**src/rtl/cpu_pkg.sv**
```systemverilog
// Shared definitions for the 16-bit CPU control unit: FSM state encoding,
// opcode map, ALU operation codes and branch-condition handling.
package cpu_pkg;

    // FSM states; the numeric values are visible on the debug state port.
    typedef enum logic [3:0] {
        ST_RESET   = 4'd0,
        ST_FETCH   = 4'd1,
        ST_DECODE  = 4'd2,
        ST_ALU_EX  = 4'd3,
        ST_LD_EX   = 4'd4,
        ST_ST_EX   = 4'd5,
        ST_LDI_EX  = 4'd6,
        ST_BR_EX   = 4'd7,
        ST_JMP_EX  = 4'd8,
        ST_HALT    = 4'd9,
        ST_ILLEGAL = 4'd10
    } state_e;

    // Opcode field is ir[15:9]; ALU ops occupy 0x10-0x1F with the op in ir[12:9].
    localparam logic [6:0] OP_NOP  = 7'h00;
    localparam logic [6:0] OP_LD   = 7'h20;
    localparam logic [6:0] OP_ST   = 7'h21;
    localparam logic [6:0] OP_LDI  = 7'h22;
    localparam logic [6:0] OP_BRA  = 7'h30;
    localparam logic [6:0] OP_BEQ  = 7'h31;
    localparam logic [6:0] OP_BNE  = 7'h32;
    localparam logic [6:0] OP_BMI  = 7'h33;
    localparam logic [6:0] OP_BCS  = 7'h34;
    localparam logic [6:0] OP_JMP  = 7'h38;
    localparam logic [6:0] OP_HALT = 7'h7F;

    // ALU op that forwards the S operand unchanged.
    localparam logic [3:0] ALU_PASS_S = 4'h0;

    // Branch-condition select produced by the decoder.
    typedef enum logic [2:0] {
        BC_NONE   = 3'd0,
        BC_ALWAYS = 3'd1,
        BC_EQ     = 3'd2,
        BC_NE     = 3'd3,
        BC_MI     = 3'd4,
        BC_CS     = 3'd5
    } br_cond_e;

    // Latched ALU flags, packed as {N,Z,C}.
    typedef struct packed {
        logic n;
        logic z;
        logic c;
    } status_t;

    // Evaluate a branch condition against the latched status flags.
    function automatic logic br_taken(br_cond_e cond, status_t st);
        logic taken;
        case (cond)
            BC_ALWAYS: taken = 1'b1;
            BC_EQ:     taken = st.z;
            BC_NE:     taken = ~st.z;
            BC_MI:     taken = st.n;
            BC_CS:     taken = st.c;
            default:   taken = 1'b0;
        endcase
        return taken;
    endfunction

endpackage

```
**src/rtl/cpu_cu_decode.sv**
```systemverilog
// Combinational opcode decoder: maps the opcode to the state entered after
// DECODE, the branch condition to evaluate and whether the opcode is legal.
module cpu_cu_decode
    import cpu_pkg::*;
(
    input  logic [6:0] opcode,
    output state_e     exec_state,
    output br_cond_e   br_cond,
    output logic       legal
);

    // Opcode classification; NOP and not-taken branches return to FETCH.
    always_comb begin
        // NOTE: every output gets a default first so no path through the
        // case leaves a signal unassigned, which would infer a latch.
        exec_state = ST_ILLEGAL;
        br_cond    = BC_NONE;
        legal      = 1'b1;
        if (opcode[6:4] == 3'b001) begin
            exec_state = ST_ALU_EX;
        end else begin
            case (opcode)
                OP_NOP:  exec_state = ST_FETCH;
                OP_LD:   exec_state = ST_LD_EX;
                OP_ST:   exec_state = ST_ST_EX;
                OP_LDI:  exec_state = ST_LDI_EX;
                OP_JMP:  exec_state = ST_JMP_EX;
                OP_HALT: exec_state = ST_HALT;
                OP_BRA: begin
                    exec_state = ST_BR_EX;
                    br_cond    = BC_ALWAYS;
                end
                OP_BEQ: begin
                    exec_state = ST_BR_EX;
                    br_cond    = BC_EQ;
                end
                OP_BNE: begin
                    exec_state = ST_BR_EX;
                    br_cond    = BC_NE;
                end
                OP_BMI: begin
                    exec_state = ST_BR_EX;
                    br_cond    = BC_MI;
                end
                OP_BCS: begin
                    exec_state = ST_BR_EX;
                    br_cond    = BC_CS;
                end
                default: begin
                    exec_state = ST_ILLEGAL;
                    legal      = 1'b0;
                end
            endcase
        end
    end

endmodule

```
**src/rtl/cpu_cu.sv**
```systemverilog
// Moore control unit for the 16-bit CPU: sequences fetch/decode/execute,
// latches the {N,Z,C} status used by conditional branches and drives the
// execution-unit controls and memory strobes from the current state.
module cpu_cu
    import cpu_pkg::*;
(
    input  logic        clk,
    input  logic        rst,
    input  logic [15:0] ir,
    input  logic        N,
    input  logic        Z,
    input  logic        C,
    output logic        adr_sel,
    output logic        pc_sel,
    output logic        s_sel,
    output logic        pc_ld,
    output logic        pc_inc,
    output logic        reg_w_en,
    output logic        ir_ld,
    output logic [2:0]  W_Adr,
    output logic [2:0]  R_Adr,
    output logic [2:0]  S_Adr,
    output logic [3:0]  Alu_Op,
    output logic        mw_en,
    output logic        mr_en,
    output logic        halt,
    output logic        illegal,
    output logic [3:0]  state
);

    state_e   state_q, state_d;
    status_t  status_q, status_d;

    state_e   dec_exec_state;
    br_cond_e dec_br_cond;
    logic     dec_legal;

    cpu_cu_decode u_decode (
        .opcode     (ir[15:9]),
        .exec_state (dec_exec_state),
        .br_cond    (dec_br_cond),
        .legal      (dec_legal)
    );

    // State and status registers with synchronous active-low reset.
    always_ff @(posedge clk) begin
        // NOTE: sequential state uses non-blocking assignments so every
        // register samples its pre-edge inputs regardless of statement order.
        if (!rst) begin
            state_q  <= ST_RESET;
            status_q <= '0;
        end else begin
            state_q  <= state_d;
            status_q <= status_d;
        end
    end

    // Next-state and status-update logic.
    always_comb begin
        state_d  = state_q;
        status_d = status_q;
        case (state_q)
            ST_RESET: begin
                status_d = '0;
                state_d  = ST_FETCH;
            end
            ST_FETCH: state_d = ST_DECODE;
            ST_DECODE: begin
                if (!dec_legal) begin
                    state_d = ST_ILLEGAL;
                end else if (dec_br_cond != BC_NONE) begin
                    state_d = br_taken(dec_br_cond, status_q) ? ST_BR_EX : ST_FETCH;
                end else begin
                    state_d = dec_exec_state;
                end
            end
            ST_ALU_EX: begin
                // Flags of this op become visible to an immediately following branch.
                status_d = '{n: N, z: Z, c: C};
                state_d  = ST_FETCH;
            end
            ST_LD_EX, ST_ST_EX, ST_LDI_EX,
            ST_BR_EX, ST_JMP_EX:   state_d = ST_FETCH;
            ST_HALT, ST_ILLEGAL:   state_d = state_q;
            // Unused encodings recover through a clean reset sequence.
            default:               state_d = ST_RESET;
        endcase
    end

    // Moore output decode; register addresses always mirror the IR fields.
    always_comb begin
        adr_sel  = 1'b0;
        pc_sel   = 1'b0;
        s_sel    = 1'b0;
        pc_ld    = 1'b0;
        pc_inc   = 1'b0;
        reg_w_en = 1'b0;
        ir_ld    = 1'b0;
        mw_en    = 1'b0;
        mr_en    = 1'b0;
        halt     = 1'b0;
        illegal  = 1'b0;
        Alu_Op   = ALU_PASS_S;
        case (state_q)
            ST_FETCH: begin
                mr_en  = 1'b1;
                ir_ld  = 1'b1;
                pc_inc = 1'b1;
            end
            ST_ALU_EX: begin
                reg_w_en = 1'b1;
                Alu_Op   = ir[12:9];
            end
            ST_LD_EX: begin
                adr_sel  = 1'b1;
                mr_en    = 1'b1;
                s_sel    = 1'b1;
                reg_w_en = 1'b1;
            end
            ST_ST_EX: begin
                adr_sel = 1'b1;
                mw_en   = 1'b1;
            end
            ST_LDI_EX: begin
                mr_en    = 1'b1;
                s_sel    = 1'b1;
                reg_w_en = 1'b1;
                pc_inc   = 1'b1;
            end
            ST_BR_EX: pc_ld = 1'b1;
            ST_JMP_EX: begin
                pc_sel = 1'b1;
                pc_ld  = 1'b1;
            end
            ST_HALT: halt = 1'b1;
            ST_ILLEGAL: begin
                halt    = 1'b1;
                illegal = 1'b1;
            end
            default: ;
        endcase
    end

    assign W_Adr = ir[8:6];
    assign R_Adr = ir[5:3];
    assign S_Adr = ir[2:0];
    assign state = state_q;

endmodule

```
**config.mk**
```make
export PLATFORM = sky130hd
export DESIGN_NAME = cpu_cu
export DESIGN_NICKNAME = d
export VERILOG_FILES = /design/src/rtl/cpu_pkg.sv /design/src/rtl/cpu_cu_decode.sv /design/src/rtl/cpu_cu.sv
export SDC_FILE = /design/constraint.sdc
export NUM_CORES = 1
export LEC_CHECK = 0
export BUFFER_PORTS_ARGS = -buffer_cell sky130_fd_sc_hd__buf_2
export CORE_UTILIZATION = 38
export DETAILED_ROUTE_END_ITERATION = 12
export PLACE_DENSITY_LB_ADDON = 0.05
export RECOVER_POWER = 25
export SYNTH_ARGS = -nofsm -noshare
export SYNTH_HDL_FRONTEND = slang
export SYNTH_SLANG_ARGS = --single-unit
```
**constraint.sdc**
```tcl
create_clock -name clk -period 3 [get_ports clk]
set_input_delay 0.45 -clock clk [delete_from_list [all_inputs] [get_ports clk]]
set_output_delay 0.45 -clock clk [all_outputs]
set_load 0.005 [all_outputs]
```
==> results.json, run 1 <==
{
  "clockBufferDepth": 2,
  "dieHeight_um": 48.5,
  "fin_skew_ps": 1.28,
  "outcome": "finished, final reports clean",
  "syn2layout_area_growth_pct": 10.8,
  "drt_iter0_drc": 14,
  "leakagePower_nw": 0.398,
  "fin_crit_ps": 2150,
  "dp.cells": 157,
  "track_usage_pct": 16.5,
  "syn_area_um2": 823,
  "met2_length_um": 888,
  "nets": 156,
  "final_common_cell": "buf_2",
  "avgViaCountPerCell": 5.27,
  "portBuffers": 30,
  "grt_max_degree": 20,
  "routabilityCongestion": 0.745,
  "rsz0062_at_grt": "false",
  "grt_pass1_wl_um": 3040,
  "drtAntennaViolNets": 0,
  "diodes": 0,
  "clock_latency_ps": 250,
  "row_count": 16,
  "slew_viol_final": 0,
  "worstPathRequired_ps": 2550,
  "fin_crit_sh_pct": 71.8,
  "dieArea_mm2": 0.00236,
  "dr_wl_met3_um": 91,
  "slew_headroom_pct": 66.1,
  "pin_count": 49,
  "yosysWarningCount": 0,
  "first_global_vias": 682,
  "instances_no_fill": 161,
  "layout_setup_ws_ps": 845,
  "hold_violations": 0,
  "avgSynthCellArea_um2": 6.98,
  "path_max_fanout": 19,
  "die_w_um": 48.5,
  "gr-total-overflow": 0,
  "synth_nets": 139,
  "crit_arrival_ps": 1700,
  "fill_cells": 228,
  "drc_errors": 0,
  "wl_per_cell_um": 11.8,
  "drv_cap": 0,
  "end_kind": "primary output",
  "hold_slack_ps": 483,
  "worst_slew_pin_slew_ps": 508,
  "yosysSeqAreaShare_pct": 17.0,
  "clkSinkCount": 7,
  "cts_tree": "built",
  "antenna_found_initial": 0,
  "ys_seq_elements": 7,
  "cts.htree.levels": 1,
  "top_layer": "met4",
  "core_mm2": 0.00200,
  "cts_resized": 0,
  "postCtsHoldBufs": 0,
  "power.density_mw_per_mm2": 550,
  "power_w": 0.000501,
  "vias": 849,
  "finalSetupViolations": 0,
  "finalSetupTns_ps": 0,
  "layout-drive-gt1-share_pct": 31.3,
  "syn_inst": 118,
  "hpwl_um": 1470,
  "dp_slack_ps": 1060,
  "cts_setup_buffers": 0,
  "ir_drop_mv": 0.242,
  "dr.pass1.iters": 4,
  "fmax_ghz": 0.464,
  "start_util_pct": 41.1,
  "critical_path_class": "reg2out",
  "cts_buffers": 3,
  "m1WireLength_um": 920,
  "path_clk_slew_ps": 50,
  "synth.distinct_cells": 41,
  "cts-root-buf": "clkbuf_4",
  "finalWirelength_um": 1910,
  "layout.cells.most_common_list": "buf_2 (30), nor2_1 (11), a21oi_1 (9)",
  "startpoint_type": "flip-flop",
  "hold_path.class": "in2reg"
}
[final cells by class]
| type | instances | area [µm²] | share of cell area, % |
|---|---|---|---|
| clock buffers | 4 | 26.3 | 2.88 |
| flip-flops and latches | 7 | 140 | 15.4 |
| repair buffers | 30 | 150 | 16.5 |
| multi-input cells | 88 | 543 | 59.5 |
| inverters | 5 | 18.8 | 2.06 |
| well taps | 27 | 33.8 | 3.70 |
[state kept, by name (all words and copies together), names as in the netlist]
name and cells:
state 4, status_q 3
[cells by family (layout without fill, tap and decap cells)]
family | after synthesis | in the layout | share of synthesized area [%]
multiplexers | 1 | 1 | 1.22
AO/OA/AOI/OAI | 33 | 33 | 26.9
AND/OR/NAND/NOR | 53 | 53 | 36.8
buffers and inverters | 23 | 39 | 17.0
flip-flops | 7 | 7 | 17.0
XOR/XNOR | 1 | 1 | 1.06
[synthesized netlist by cell type]
master	number	area (µm²)
nor3_1	1	5.00
a21oi_2	1	8.76
xor2_1	1	8.76
nor3b_2	1	12.5
inv_1	5	18.8
nor2_2	1	6.26
dfxtp_1	7	140
o2111ai_2	1	15.0
o21bai_1	1	7.51
nor3_2	1	10.0
a22oi_1	4	30.0
o21ai_1	2	10.0
a32o_1	1	10.0
nor4_1	1	6.26
nor4bb_1	1	10.0
clkbuf_1	2	7.51
nor2_1	11	41.3
a311oi_1	1	8.76
buf_6	2	22.5
buf_1	1	3.75
buf_2	4	20.0
o2bb2ai_1	1	8.76
o21ai_0	6	30.0
nand2b_1	6	37.5
nand4_1	1	6.26
nor4_2	1	12.5
nor4b_1	1	8.76
buf_4	9	67.6
mux2i_1	1	10.0
o211ai_1	1	7.51
nor2b_1	3	18.8
or4_4	1	11.3
o31ai_1	2	15.0
a31oi_1	2	12.5
a211oi_2	1	12.5
nand2_1	8	30.0
and2_1	6	37.5
nand3_1	7	35.0
and2b_1	1	7.51
or2_2	1	6.26
a21oi_1	9	45.0
[worst max-delay path: stages, from the launching register on]
cell and delay (ps):
dfxtp_1 630, nand2_1 130, nor3_1 380, and2_1 190, buf_2 100
[where the power goes]
part / switching [W] / total [W] / internal (W)
sequential: 0.0000579 / 0.000169 / 0.000111
clock: 0.0000358 / 0.0000866 / 0.0000508
combinational: 0.000131 / 0.000246 / 0.000115
total: 0.000225 / 0.000501 / 0.000277
[final timing paths]
check              startpoint           to  slack (ps)  depth (start not counted)
setup / recovery     state[0]    Alu_Op[2]         850                          4
hold / removal            rst     state[2]         480                          3
setup reg to reg     state[0]     state[1]        1420                          5
hold reg to reg   status_q[0]  status_q[0]         570                          2
[layer usage]
layer  global-route usage (%)  up-vias
met2                     24.4       19
met4                     6.37        0
met5                        0        -
li1                         -      444
met3                     5.66        2
met1                     22.0      384
[per-stage QoR]
| stage | util, % | cell area (µm²) |
|---|---|---|
| after CTS | 45.6 | 912 |
| after detailed placement | 44.3 | 886 |
| after global placement | 44.3 | 886 |
| final | 45.6 | 912 |
| after global routing | 45.6 | 912 |
| after floorplan | - | 823 |
Note: power is estimated with default switching activity, not from simulation.
==> run 2: changes to the inputs <==
ABC_AREA = 1   (was not set)
clock period = 2.25 ns   (was 3 ns; I/O delays follow)
==> run 2 against run 1 <==
Register-to-register slack worse by 490 ps; highest routed layer unchanged; sequential power is 5% higher; synthesized cell count grew 40%; critical endpoint is now reg_w_en; die area rose by 5.1%; sequential share of layout area down 1.3 points; largest cell class unchanged; synthesized area is 5.3% higher.
==> results.json, run 2 <==
{
  "outcome": "finished, final reports clean",
  "syn_inst": 165,
  "vias": 1036,
  "finalWirelength_um": 2150,
  "row_count": 16,
  "layout-drive-gt1-share_pct": 25.4,
  "end_kind": "primary output",
  "fin_skew_ps": 3.85,
  "synth_top_area_cell": "nand2_1",
  "die_w_um": 49.8,
  "cts.htree.levels": 1,
  "start_util_pct": 42.1,
  "ir_drop_mv": 0.454,
  "fin_util_pct": 48.4,
  "clkSinkCount": 7,
  "drc_errors": 0,
  "netlist_top_cells_count": "nand2_1 (44), nor2_1 (30), inv_1 (26)",
  "worst_slew_pin_slew_ps": 424,
  "ys_seq_elements": 7,
  "grt_pass1_wl_um": 3420,
  "yosysMostFrequentCell": "nand2_1",
  "rsz0062_at_grt": "false",
  "crit_arrival_ps": 1600,
  "hold_path.class": "in2reg",
  "clockBufferDepth": 2,
  "hold_violations": 0,
  "fill_cells": 225,
  "first_global_vias": 837,
  "worst_hold_path.num_cells": 3,
  "drt_iter0_drc": 42,
  "wl_per_cell_um": 9.96,
  "syn2layout_area_growth_pct": 15.2,
  "synth.distinct_cells": 20,
  "synth_nets": 186,
  "nets": 211,
  "cts-root-buf": "clkbuf_4",
  "synth_area_leaders": "nand2_1 (19%), dfxtp_1 (16%), nor2_1 (13%), inv_1 (11%), buf_4 (7.8%)",
  "finalSetupViolations": 0,
  "routabilityCongestion": 0.840,
  "dr.pass1.iters": 5,
  "path_max_fanout": 8,
  "grt_max_degree": 12,
  "clock_latency_ps": 250,
  "core_mm2": 0.00206,
  "worstPathRequired_ps": 1910,
  "fin_crit_sh_pct": 86.3,
  "synthArstFlopShare_pct": 0,
  "largest_reg_flops": 4,
  "leakagePower_nw": 0.616,
  "slew_headroom_pct": 71.7,
  "use_met3_pct": 5.56,
  "layout.cells.most_common_list": "nand2_1 (44), nor2_1 (30), buf_2 (30)",
  "yosysSeqAreaShare_pct": 16.2,
  "met2_usage_pct": 26.4,
  "pin_count": 49,
  "dieHeight_um": 49.8,
  "avgSynthCellArea_um2": 5.26,
  "power.density_mw_per_mm2": 611,
  "grt_use_met1_pct": 24.5,
  "finalSetupTns_ps": 0,
  "syn_area_um2": 867,
  "cts_resized": 0,
  "gr-total-overflow": 0,
  "cts_setup_buffers": 0,
  "cts_tree": "built",
  "ff2ff_path_depth": 6,
  "dieArea_mm2": 0.00248,
  "critical_path_class": "reg2out",
  "startpoint_type": "flip-flop",
  "synth-edff-count": 0,
  "portBuffers": 30,
  "postCtsHoldBufs": 0,
  "avgViaCountPerCell": 4.80,
  "fin_crit_ps": 1940,
  "hpwl_um": 1810,
  "grt.busiest_layer": "met2",
  "antenna_found_initial": 0,
  "slew_viol_final": 0,
  "dominantRegCellSynth": "dfxtp_1",
  "fmax_ghz": 0.515,
  "diodes": 0,
  "synth_top_area_share_pct": 19.0,
  "yosysWarningCount": 0,
  "cts_buffers": 3,
  "drv_cap": 0,
  "drtAntennaViolNets": 0,
  "final_common_cell": "nand2_1",
  "path_clk_slew_ps": 50,
  "track_usage_pct": 18.0
}
-- run 2: cell count changes in the layout (fill, tap and decap cells not counted), sizes merged, moves of 4 or more --
cell,change
a21oi,-4
a22oi,-4
and2,-6
inv,+24
nand2,+39
nand2b,-6
nand3,+8
nor2,+23
o21ai,-5
-- run 2: worst paths after layout --
| kind | startpoint | end | slack (ps) |
|---|---|---|---|
| max | state[1] | reg_w_en | 310 |
| min | rst | state[1] | 290 |
| max reg2reg | state[1] | state[0] | 930 |
| min reg2reg | status_q[0] | status_q[0] | 470 |
-- run 2: metal layers --
| layer | part of all wire (%) | vias up | wire length [µm] |
|---|---|---|---|
| li1 | - | 552 | - |
| met1 | 50 | 442 | 1070 |
| met2 | 43 | 34 | 930 |
| met3 | 6.1 | 8 | 131 |
| met4 | 0.98 | 0 | 21 |
| met5 | 0 | - | 0 |
-- run 2: worst max-delay path, stage by stage (launching register included) --
cell and delay (ps):
dfxtp_1 450, inv_1 130, nor3_2 350, inv_1 170
o21ai_0 100, buf_2 130
-- run 2: final cells by class --
class	instances	area (µm²)	area share, %
Multi-Input combinational cell	119	539	54.0
Timing Repair Buffer	30	150	15.0
Sequential cell	7	140	14.0
Inverter	29	109	10.9
Tap cell	27	33.8	3.38
Clock buffer	4	26.3	2.63
-- run 2: cell families (layout without fill, tap and decap cells) --
group | Yosys count | count (layout) | synth area share [%]
buf+inv | 39 | 63 | 21.6
compound gates | 10 | 10 | 5.92
simple gates | 109 | 109 | 56.3
flops | 7 | 7 | 16.2
-- run 2: report_power, final --
part	switching (W)	leakage [nW]	internal, W
logic	0.000197	0.544	0.000121
registers	0.0000320	0.0570	0.000146
clock network	0.0000467	0.0150	0.0000677
-- run 2: stage by stage --
stage / setup WS, ps / hold slack, ps / area, µm² / total power [W] / std cells
2_1_floorplan: 875 / 435 / 867 / 0.000392 / 165
3_3_place_gp: 585 / 465 / 972 / 0.000499 / 212
3_5_place_dp: 535 / 464 / 972 / 0.000497 / 212
4_1_cts: 270 / 288 / 998 / 0.000616 / 216
5_1_grt: 147 / 293 / 998 / 0.000673 / 216
6_report: 308 / 291 / 998 / 0.000610 / 216
